## src/rtl/pllrc_pkg.sv

```systemverilog
// Shared constants for the PLL reconfiguration sequencer: pll_cfg register map
// and the sequencer state encoding.
package pllrc_pkg;

   localparam logic [5:0] ADDR_MODE  = 6'd0;
   localparam logic [5:0] ADDR_START = 6'd2;
   localparam logic [5:0] ADDR_N     = 6'd3;
   localparam logic [5:0] ADDR_M     = 6'd4;
   localparam logic [5:0] ADDR_C     = 6'd5;
   localparam logic [5:0] ADDR_K     = 6'd7;
   localparam logic [5:0] ADDR_BW    = 6'd8;
   localparam logic [5:0] ADDR_CP    = 6'd9;

   localparam logic [31:0] N_BYPASS = 32'h0001_0000;

   typedef enum logic [2:0] {
      IDLE = 3'd0,
      WR   = 3'd1,
      GAP  = 3'd2,
      PRST = 3'd3,
      LOCK = 3'd4,
      FIN  = 3'd5
   } state_t;

endpackage

```

## src/rtl/pll_reconfig_seq.sv

```systemverilog
// Writes the eight pll_cfg registers over Avalon-MM, pulses pll_reset, then waits for lock.
// Optional watchdog in WR and LOCK enabled by defining RECFG_TIMEOUT_EN.
module pll_reconfig_seq
   import pllrc_pkg::*;
#(
   parameter int unsigned CP_VAL     = 1,
   parameter int unsigned BW_VAL     = 7,
   parameter int          RST_CYCLES = 8,
   parameter int          TIMEOUT    = 1000000
) (
   input  logic        clk,
   input  logic        reset,
   input  logic        start,
   input  logic [31:0] m_val,
   input  logic [31:0] k_val,
   input  logic [31:0] c0_val,
   output logic        busy,
   output logic        done,
   output logic        error,
   output logic [5:0]  mgmt_address,
   output logic [31:0] mgmt_writedata,
   output logic        mgmt_write,
   input  logic        mgmt_waitrequest,
   input  logic        locked,
   output logic        pll_reset
);

   if (RST_CYCLES < 1 || RST_CYCLES > 255 || TIMEOUT < 1) begin : g_bad_param
      $error("pll_reconfig_seq: RST_CYCLES must be 1..255 and TIMEOUT >= 1");
   end

   state_t      state;
   state_t      next_state;
   logic [2:0]  idx;
   logic [31:0] m_q;
   logic [31:0] k_q;
   logic [31:0] c0_q;
   logic [7:0]  rst_cnt;
   logic        lock_meta;
   logic        lock_sync;
   logic        tmo_expired;
   logic        lock_ok;
   logic [5:0]  wr_addr;
   logic [31:0] wr_data;

   // Locked is only trusted once the registered pll_reset has actually dropped.
   assign lock_ok = lock_sync && !pll_reset;

   always_ff @(posedge clk) begin
      if (reset) begin
         state <= IDLE;
      end else begin
         state <= next_state;
      end
   end

   always_comb begin
      next_state = state;
      case (state)
         IDLE: begin
            if (start) next_state = WR;
         end
         WR: begin
            if (!mgmt_waitrequest) next_state = GAP;
            else if (tmo_expired)  next_state = FIN;
         end
         GAP: begin
            next_state = (idx == 3'd7) ? PRST : WR;
         end
         PRST: begin
            if (rst_cnt == 8'd0) next_state = LOCK;
         end
         LOCK: begin
            if (lock_ok)          next_state = FIN;
            else if (tmo_expired) next_state = FIN;
         end
         FIN: begin
            next_state = IDLE;
         end
         default: begin
            next_state = IDLE;
         end
      endcase
   end

   always_comb begin
      wr_addr = ADDR_MODE;
      wr_data = 32'd0;
      case (idx)
         3'd0: begin wr_addr = ADDR_MODE;  wr_data = 32'd0;          end
         3'd1: begin wr_addr = ADDR_M;     wr_data = m_q;            end
         3'd2: begin wr_addr = ADDR_K;     wr_data = k_q;            end
         3'd3: begin wr_addr = ADDR_N;     wr_data = N_BYPASS;       end
         3'd4: begin wr_addr = ADDR_C;     wr_data = c0_q;           end
         3'd5: begin wr_addr = ADDR_CP;    wr_data = 32'(CP_VAL);    end
         3'd6: begin wr_addr = ADDR_BW;    wr_data = 32'(BW_VAL);    end
         3'd7: begin wr_addr = ADDR_START; wr_data = 32'd0;          end
         default: begin wr_addr = ADDR_MODE; wr_data = 32'd0;        end
      endcase
   end

   always_comb begin
      busy           = (state != IDLE);
      done           = (state == FIN);
      mgmt_write     = (state == WR);
      mgmt_address   = (state == WR) ? wr_addr : 6'd0;
      mgmt_writedata = (state == WR) ? wr_data : 32'd0;
   end

   always_ff @(posedge clk) begin
      if (reset) begin
         idx  <= 3'd0;
         m_q  <= 32'd0;
         k_q  <= 32'd0;
         c0_q <= 32'd0;
      end else if (state == IDLE && start) begin
         idx  <= 3'd0;
         m_q  <= m_val;
         k_q  <= k_val;
         c0_q <= c0_val;
      end else if (state == GAP) begin
         idx <= idx + 3'd1;
      end
   end

   always_ff @(posedge clk) begin
      if (reset) begin
         rst_cnt   <= 8'd0;
         pll_reset <= 1'b0;
      end else begin
         pll_reset <= (state == PRST);
         if (state == GAP && next_state == PRST) begin
            rst_cnt <= 8'(RST_CYCLES - 1);
         end else if (state == PRST && rst_cnt != 8'd0) begin
            rst_cnt <= rst_cnt - 8'd1;
         end
      end
   end

   always_ff @(posedge clk) begin
      if (reset) begin
         lock_meta <= 1'b0;
         lock_sync <= 1'b0;
      end else begin
         lock_meta <= locked;
         lock_sync <= lock_meta;
      end
   end

`ifdef RECFG_TIMEOUT_EN
   logic [31:0] tmo_cnt;
   logic        tmo_fire;
   logic        error_q;

   assign tmo_expired = (tmo_cnt == 32'd0);
   assign tmo_fire    = tmo_expired &&
                        ((state == WR && mgmt_waitrequest) || (state == LOCK && !lock_ok));
   assign error       = error_q;

   // Reloaded on every entry into a waiting state, so each write gets its own budget.
   always_ff @(posedge clk) begin
      if (reset) begin
         tmo_cnt <= 32'd0;
      end else if (next_state != state && (next_state == WR || next_state == LOCK)) begin
         tmo_cnt <= 32'(TIMEOUT - 1);
      end else if ((state == WR || state == LOCK) && tmo_cnt != 32'd0) begin
         tmo_cnt <= tmo_cnt - 32'd1;
      end
   end

   always_ff @(posedge clk) begin
      if (reset) begin
         error_q <= 1'b0;
      end else if (state == IDLE && start) begin
         error_q <= 1'b0;
      end else if (tmo_fire) begin
         error_q <= 1'b1;
      end
   end
`else
   assign tmo_expired = 1'b0;
   assign error       = 1'b0;
`endif

endmodule

```

## config.mk

```make
export PLATFORM = sky130hd
export DESIGN_NAME = pll_reconfig_seq
export DESIGN_NICKNAME = d
export VERILOG_FILES = /design/src/rtl/pllrc_pkg.sv /design/src/rtl/pll_reconfig_seq.sv
export SDC_FILE = /design/constraint.sdc
export NUM_CORES = 1
export LEC_CHECK = 0
export ABC_CLOCK_PERIOD_IN_PS = 3100
export CORE_ASPECT_RATIO = 0.7
export CORE_UTILIZATION = 47
export DETAILED_ROUTE_END_ITERATION = 10
export GPL_TIMING_DRIVEN = 1
export PLACE_DENSITY_LB_ADDON = 0.12
export SYNTH_ARGS = -nofsm -noshare
export SYNTH_HDL_FRONTEND = slang
export SYNTH_SLANG_ARGS = --single-unit
```

## constraint.sdc

```tcl
create_clock -name clk -period 3.1 [get_ports clk]
set_clock_uncertainty 0.15 [all_clocks]
set_input_delay 0.465 -clock clk [delete_from_list [all_inputs] [get_ports clk]]
set_output_delay 0.465 -clock clk [all_outputs]
set_load 0.05 [all_outputs]
```

# After elaboration in Yosys (flattened, before gate mapping)
# Index checks and enable logic that the tools add are counted.
totals:
  input_bits: 101
  register_bits: 113
op_classes:
  add_sub_neg: 2
  eq_ne: 13
  n_mux: 12
  n_reduce_logical: 14
ops:
  columns: ["cell", "count"]
  rows:
  - ["$pmux 32 s7", 1]
  - ["$pmux 6 s8", 1]
  - ["$mux 32", 1]
  - ["$eq 3x3->1 const B", 6]
  - ["$mux 3", 6]
  - ["$eq 3x2->1 const B", 5]
  - ["$pmux 3 s5", 1]
  - ["$logic_not 8->1", 1]
  - ["$reduce_bool 8->1", 1]
  - ["$sub 8x1->8 const B", 1]
  - ["$eq 3x1->1 const B", 2]
  - ["$logic_not 3->1", 2]
  - ["$mux 6", 1]
  - ["$reduce_or 2->1", 3]
  - ["$logic_and 1x1->1", 4]
  - ["$add 3x1->3 const B", 1]
  - ["$reduce_bool 3->1", 1]
  - ["$mux 2", 1]
  - ["$reduce_bool 2->1", 1]
  - ["$logic_not 1->1", 1]

# Depth between registers and ports, before layout
# Gate-level depths: netlist (run 1).
logic_depth:
  word_depth: 7
  depth_mapped: 8

# Worst setup path after synthesis (run 1)
# OpenSTA, ideal clock, no wires.
synth_path:
  kind: "flip-flop to output port"
  startpoint: "reg idx[0]"
  endpoint: "out mgmt_writedata[16]"
  required_time_ns: 2.485
  path_stages_with_launch: 8
  t_arrival_ns: 2.483
  setup_slack_ns: 0.002
  n_path_buf: 2
  cell_sequence: "dfxtp_1 -> inv_1 -> ha_1 -> clkbuf_1 -> nor4b_1 -> clkbuf_1 -> nand2_1 -> a21oi_1"
synth_between:
  elab_chain_cells: 4
synth_lines:
  columns: ["element", "line", "rtl"]
  rows:
  - ["start, declared", "pll_reconfig_seq.sv:34", "logic [2:0] idx;"]
  - ["start signal, assigned", "pll_reconfig_seq.sv:122", "idx <= idx + 3'd1;"]
  - ["$eq 3x3->1 / $logic_not 3->1 (equally long branches)", "pll_reconfig_seq.sv:89", "case (idx)"]
  - ["$reduce_or 2->1 (no source line)", null, null]
  - ["$pmux 32 s7 (*)", "pll_reconfig_seq.sv:89", null]
  - ["$mux 32 (*)", "pll_reconfig_seq.sv:107", "mgmt_writedata = (state == WR) ? wr_data : 32'd0;"]
  - ["end, declared", "pll_reconfig_seq.sv:21", "output logic [31:0] mgmt_writedata,"]
# Mark *: on every way between the ends. The rest lies on a longest branch, timed or not.

# Worst setup path in the final report (run 1)
layout_path:
  startpoint: "reg idx[1]"
  endpoint: "out mgmt_writedata[2]"
# The elaborated chain is that of the path after synthesis.

==> impl_metrics.yaml, run 1 <==
flow_run:
  drv_cap: 0
power:
  switching_share_pct: 22.6
  pwr-share-clk_pct: 49.5
  p_leak_uw: 0.00268
  ir_drop_mv: 0.386
  powerDensity_mw_per_mm2: 556
  seq_power_share_pct: 39.6
  share_comb_of_total_power_pct: 10.9
  switchingPower_uw: 912
  internal_power_uw: 3120
routing:
  via_count: 4874
  routed_wl_mm: 13.8
  wl_per_cell_um: 15.7
  drc: 0
  avgViaCountPerCell: 5.56
  first_pass_iters: 5
  drt_iter0_drc: 661
  final_antenna_net_count: 0
finish:
  nets: 846
  final_common_cell: "nand2_1"
  final_cell_mix: "198 x nand2_1, 112 x dfxtp_1, 104 x a21oi_1"
  area_growth_pct: 52.3
  diodes: 0
  drive_gt1_share_pct: 11.8
  fin_cells: 876
synth:
  synth_seq_cells: 113
  yosysWarningCount: 0
  synth.distinct_cells: 41
  synthesis.area_sq_mm: 0.00477
  syn_inst: 620
  ys_async_sr_fraction_pct: 0
  ys.flop_type: "dfxtp_1"
  avgSynthCellArea_sq_um: 7.69
  yosysSeqAreaShare_pct: 47.5
  synth-edff-count: 0
global_route:
  grt_max_degree: 62
  grt-ovfl-total: 0
  grt_usage_pct: 26.8
  first_global_vias: 4584
  grt_pass1_wl_mm: 21.9
  antenna_found_initial: 0
worst_hold_path:
  hp-class: "reg -> reg"
sta:
  fin_crit_sh_pct: 96.0
  relSlewSlack_pct: 52.1
  final_hold_viol_count: 0
  finalCriticalPeriod_ps: 2980
  rsz0062_at_grt: "true"
  slew_violations: 0
  tightest_slew_ps: 712
  final.setup.tns_ps: 0
  setup_viol: 0
  clock.fmax_mhz: 336
run_status:
  status: "complete, no violations"
critical_path:
  startpoint_type: "flip-flop"
  cp-end-kind: "output pin"
  crit_required_ps: 2480
  cp_max_fo: 7
  worstPathArrival_ps: 2360
  crit_type: "reg -> out"
placement:
  port_buffers: 140
  place_inst: 846
  gp_congestion: 0.909
  place_hpwl_mm: 8.88
clock_tree:
  cts_max_level: 4
  clkSlewWorstSetupHoldPaths_ps: 50
  cts_buffers: 17
  cts.sinks: 113
  cts_tree: "done"
  cts_root_buffer: "clkbuf_16"
  clock_path_buffers: 2
  clk_latency_ps: 410
  cts_setup_buffers: 0
die:
  dieArea_sq_mm: 0.0106
  dieWidth_um: 122
  num_io_pins: 144
  rows: 30
  dieHeight_um: 86.3
  coreArea_sq_mm: 0.00976
  initial_core_util_pct: 48.8
==> worst max-delay path, stage by stage (launching register included) <==
cell and delay, ps:
dfxtp_1 360, inv_1 90, ha_1 210, o21ai_0 190, nor4b_4 310, buf_4 240
a221oi_1 90, nor2_1 270, buf_12 180
==> repair_timing <==
| action | CTS | global route |
|---|---|---|
| endpoints found under the hold margin | 0 | 0 |
| setup endpoints to repair | 0 | 32 |
| hold buffers | 0 | 0 |
| gates resized for setup | 0 | 8 |
==> layout make-up <==
class / instances / area, sq um
clock buffer: 24 / 512
clock inverter: 5 / 100
fill: 718 / 2500
inverter: 8 / 30.0
multi-input combinational: 448 / 2290
sequential: 113 / 2260
tap: 128 / 160
timing repair buffer: 150 / 1900
==> layer usage <==
metal	global-route usage, %	vias up	wire (um)
met4	12.0	0	192
li1	-	2347	-
met1	35.6	2270	6140
met3	6.71	17	1200
met2	41.3	240	6220
met5	0	-	0
==> stage by stage <==
stage	hold WS [ps]	setup slack [ps]	utilization, %	instance area [sq um]	power [uW]
finish	282	123	74.4	7260	4040
global route	320	2.30	74.4	7260	4180
CTS	289	52.0	74.1	7230	4050
detailed placement	277	508	67.8	6620	2060
global placement	273	576	67.8	6620	2050
floorplan	264	1.85	-	4770	1840
==> path summary, 6_finish.rpt <==
kind | start | to | slack, ps | depth (start not counted)
hold reg to reg | lock_meta$_SDFF_PP0_ | lock_sync$_SDFF_PP0_ | 280 | 1
setup reg to reg | rst_cnt[1]$_SDFFE_PP0P_ | rst_cnt[2]$_SDFFE_PP0P_ | 800 | 6
hold / removal | lock_meta$_SDFF_PP0_ | lock_sync$_SDFF_PP0_ | 280 | 1
setup / recovery | idx[1]$_SDFFE_PP0P_ | mgmt_writedata[2] | 120 | 8
==> state kept, by name, summed over array words and instances (netlist names) <==
signal / count
rst_cnt: 8
c0_q: 32
state: 3
lock_meta: 1
idx: 3
k_q: 32
lock_sync: 1
pll_reset: 1
m_q: 32
==> synthesized netlist by cell type, drive strengths merged (2+ instances only) <==
cell       n  area share, %
nor3b      3           0.58
buf       14            1.5
clkbuf    39            3.1
or3        5           0.68
o21ba      2           0.42
a21oi    105             11
a222oi    29            6.1
and2       2           0.26
dfxtp    113             47
xnor2      5           0.92
o21ai      4           0.42
inv        8           0.63
nor2      50            3.9
a211oi     3           0.47
a2111oi    3           0.55
nor3       5           0.52
nand2b     2           0.26
a221oi     4           0.74
ha         7            1.8
nand2    199             16
nor2b      3           0.39
==> cells by family (layout without fill, tap and decap cells) <==
family / after synthesis / after routing / share of synthesized area, %
flip-flops: 113 / 113 / 47.5
buffers and inverters: 61 / 187 / 5.22
AND/OR/NAND/NOR: 278 / 278 / 23.8
other: 1 / 3 / 0.0787
XOR/XNOR: 6 / 6 / 1.10
AO/OA/AOI/OAI: 154 / 154 / 20.5
adder cells (fa/ha/maj): 7 / 7 / 1.84
==> power groups by stage <==
stage	sequential (uW)	combinational (uW)	clock [uW]
after floorplan	1600	240	0
after global routing	1600	483	2090
after global placement	1620	426	0
after CTS	1600	440	2020
final	1600	442	2000
after detailed placement	1620	437	0
Note: power is estimated with default switching activity, not from simulation.
==> run 2: changes to the inputs <==
CORE_UTILIZATION = 55   (was 47)
DONT_BUFFER_PORTS = 1   (was default)
==> run 2 against run 1 <==
Fmax shrank 1.6%. Utilization is 6.5 points lower. Largest power group unchanged. Die area down 14%. Via count decreased by 9.2%. Final cell count is 12% lower. Power shrank 7.5%. Wire length shrank 11%. Sequential share of layout area is 8.3 points higher. Non-clock buffer count decreased by 101. Clock-buffer cell count rose by 2.
==> impl_metrics.yaml, run 2 (synthesis gave the netlist of run 1 again) <==
finish:
  drive_gt1_share_pct: 14.0
  final_common_cell: "nand2_1"
  largestRegisters: "c0_q: 32 flops, k_q: 32 flops, m_q: 32 flops"
  diodes: 0
  final_core_util_pct: 67.8
  final_cell_mix: "198 x nand2_1, 112 x dfxtp_1, 104 x a21oi_1"
  nets: 745
  area_growth_pct: 20.2
  fin_area_sq_mm: 0.00573
sta:
  finalCriticalPeriod_ps: 3030
  slew_violations: 0
  final.setup.tns_ps: 0
  relSlewSlack_pct: 41.6
  final_hold_viol_count: 0
  fin_crit_sh_pct: 97.6
  setup_slack_ps: 74.4
  clock.fmax_mhz: 331
  tightest_slew_ps: 871
  setup_viol: 0
placement:
  place_area_sq_mm: 0.00511
  port_buffers: 0
  place_hpwl_mm: 7.51
  dp_slack_ps: 520
  gp_congestion: 0.771
global_route:
  antenna_found_initial: 0
  grt_max_degree: 106
  grt_usage_pct: 27.7
  grt_pass1_wl_mm: 19.3
  grt-ovfl-total: 0
  first_global_vias: 3930
clock_tree:
  cts_setup_buffers: 0
  cts.sinks: 113
  clock_path_buffers: 2
  cts_buffers: 17
  cts_root_buffer: "clkbuf_16"
  cts_tree: "done"
  clk_latency_ps: 400
  clkSlewWorstSetupHoldPaths_ps: 50
  cts_max_level: 4
worst_hold_path:
  hp-class: "in -> reg"
routing:
  final_antenna_net_count: 0
  first_pass_iters: 7
  routed_wl_mm: 12.3
  wl_per_cell_um: 16.0
  avgViaCountPerCell: 5.76
  via_count: 4427
  drc: 0
  drt_iter0_drc: 516
die:
  coreArea_sq_mm: 0.00844
  initial_core_util_pct: 56.4
  dieArea_sq_mm: 0.00905
  dieWidth_um: 113
  rows: 28
  dieHeight_um: 79.9
  num_io_pins: 144
critical_path:
  crit_type: "reg -> out"
  cp_common_cell: "buf_4"
  max_stage_delay_ps: 430
  cp_max_fo: 10
  crit_required_ps: 2480
  path_cells: "inv_1 -> ha_1 -> nor4b_4 -> buf_4 -> a222oi_1 -> nor2_1 -> buf_4"
  worstPathArrival_ps: 2410
  slowest_stage: "dfxtp_1"
  cp-end-kind: "output pin"
  startpoint_type: "flip-flop"
run_status:
  status: "complete, no violations"
power:
  p_leak_uw: 0.00217
  powerDensity_mw_per_mm2: 652
  ir_drop_mv: 0.447
flow_run:
  drv_cap: 0
==> run 2: layer usage <==
metal,up-vias,part of all wire (%),GRT usage [%]
li1,2151,-,-
met1,2071,45,36.2
met2,186,46,42.5
met3,19,7.5,7.52
met4,0,1.7,13.0
met5,-,0,0
==> run 2: final cells by class <==
type                    instances  area (sq um)
well taps                     120           150
multi-input cells             448          2290
flip-flops and latches        113          2260
repair buffers                 49           420
inverters                       8          30.0
clock inverters                 5          50.0
fillers                       705          2720
clock buffers                  26           519
==> run 2: what timing repair did <==
item | 4_1_cts | 5_1_grt
hold buffers | 1 | 0
hold endpoints to repair | 105 | 0
gates resized for setup | 0 | 6
setup endpoints to repair | 0 | 21
==> run 2: path summary, 6_finish.rpt <==
| kind | start | to | slack [ps] | cells past startpoint |
|---|---|---|---|---|
| worst min register to register | lock_meta$_SDFF_PP0_ | lock_sync$_SDFF_PP0_ | 280 | 1 |
| worst max-delay path | idx[0]$_SDFFE_PP0P_ | mgmt_writedata[4] | 70 | 7 |
| worst max register to register | rst_cnt[0]$_SDFFE_PP0P_ | rst_cnt[2]$_SDFFE_PP0P_ | 820 | 6 |
| worst min-delay path | reset | idx[2]$_SDFFE_PP0P_ | 8 | 1 |
==> run 2: worst max-delay path, delay by kind of cell (launching register included) <==
kind | cells | cell delay (ps)
simple gates | 2 | 510
flops | 1 | 430
compound gates | 1 | 130
fa+ha+maj | 1 | 340
buf+inv | 3 | 600
==> run 2: through the flow <==
step / cells / hold WS (ps) / power, uW
after floorplan: 622 / 264 / 1840
after global placement: 736 / 267 / 1880
after detailed placement: 736 / 277 / 1890
after CTS: 768 / 6.01 / 3750
after global routing: 769 / 0.182 / 3880
final: 769 / 7.91 / 3730
==> run 2: report_power, final <==
part | total [uW] | internal (uW) | switching (uW)
registers | 1590 | 1540 | 50.2
logic | 301 | 91.7 | 209
clock network | 1840 | 1220 | 621
total | 3730 | 2850 | 880
==> run 3: changes to the inputs <==
CAP_MARGIN = 40   (was default)
==> results of run 3 <==
Final layout, timing and power as in run 2 (identical DEF).
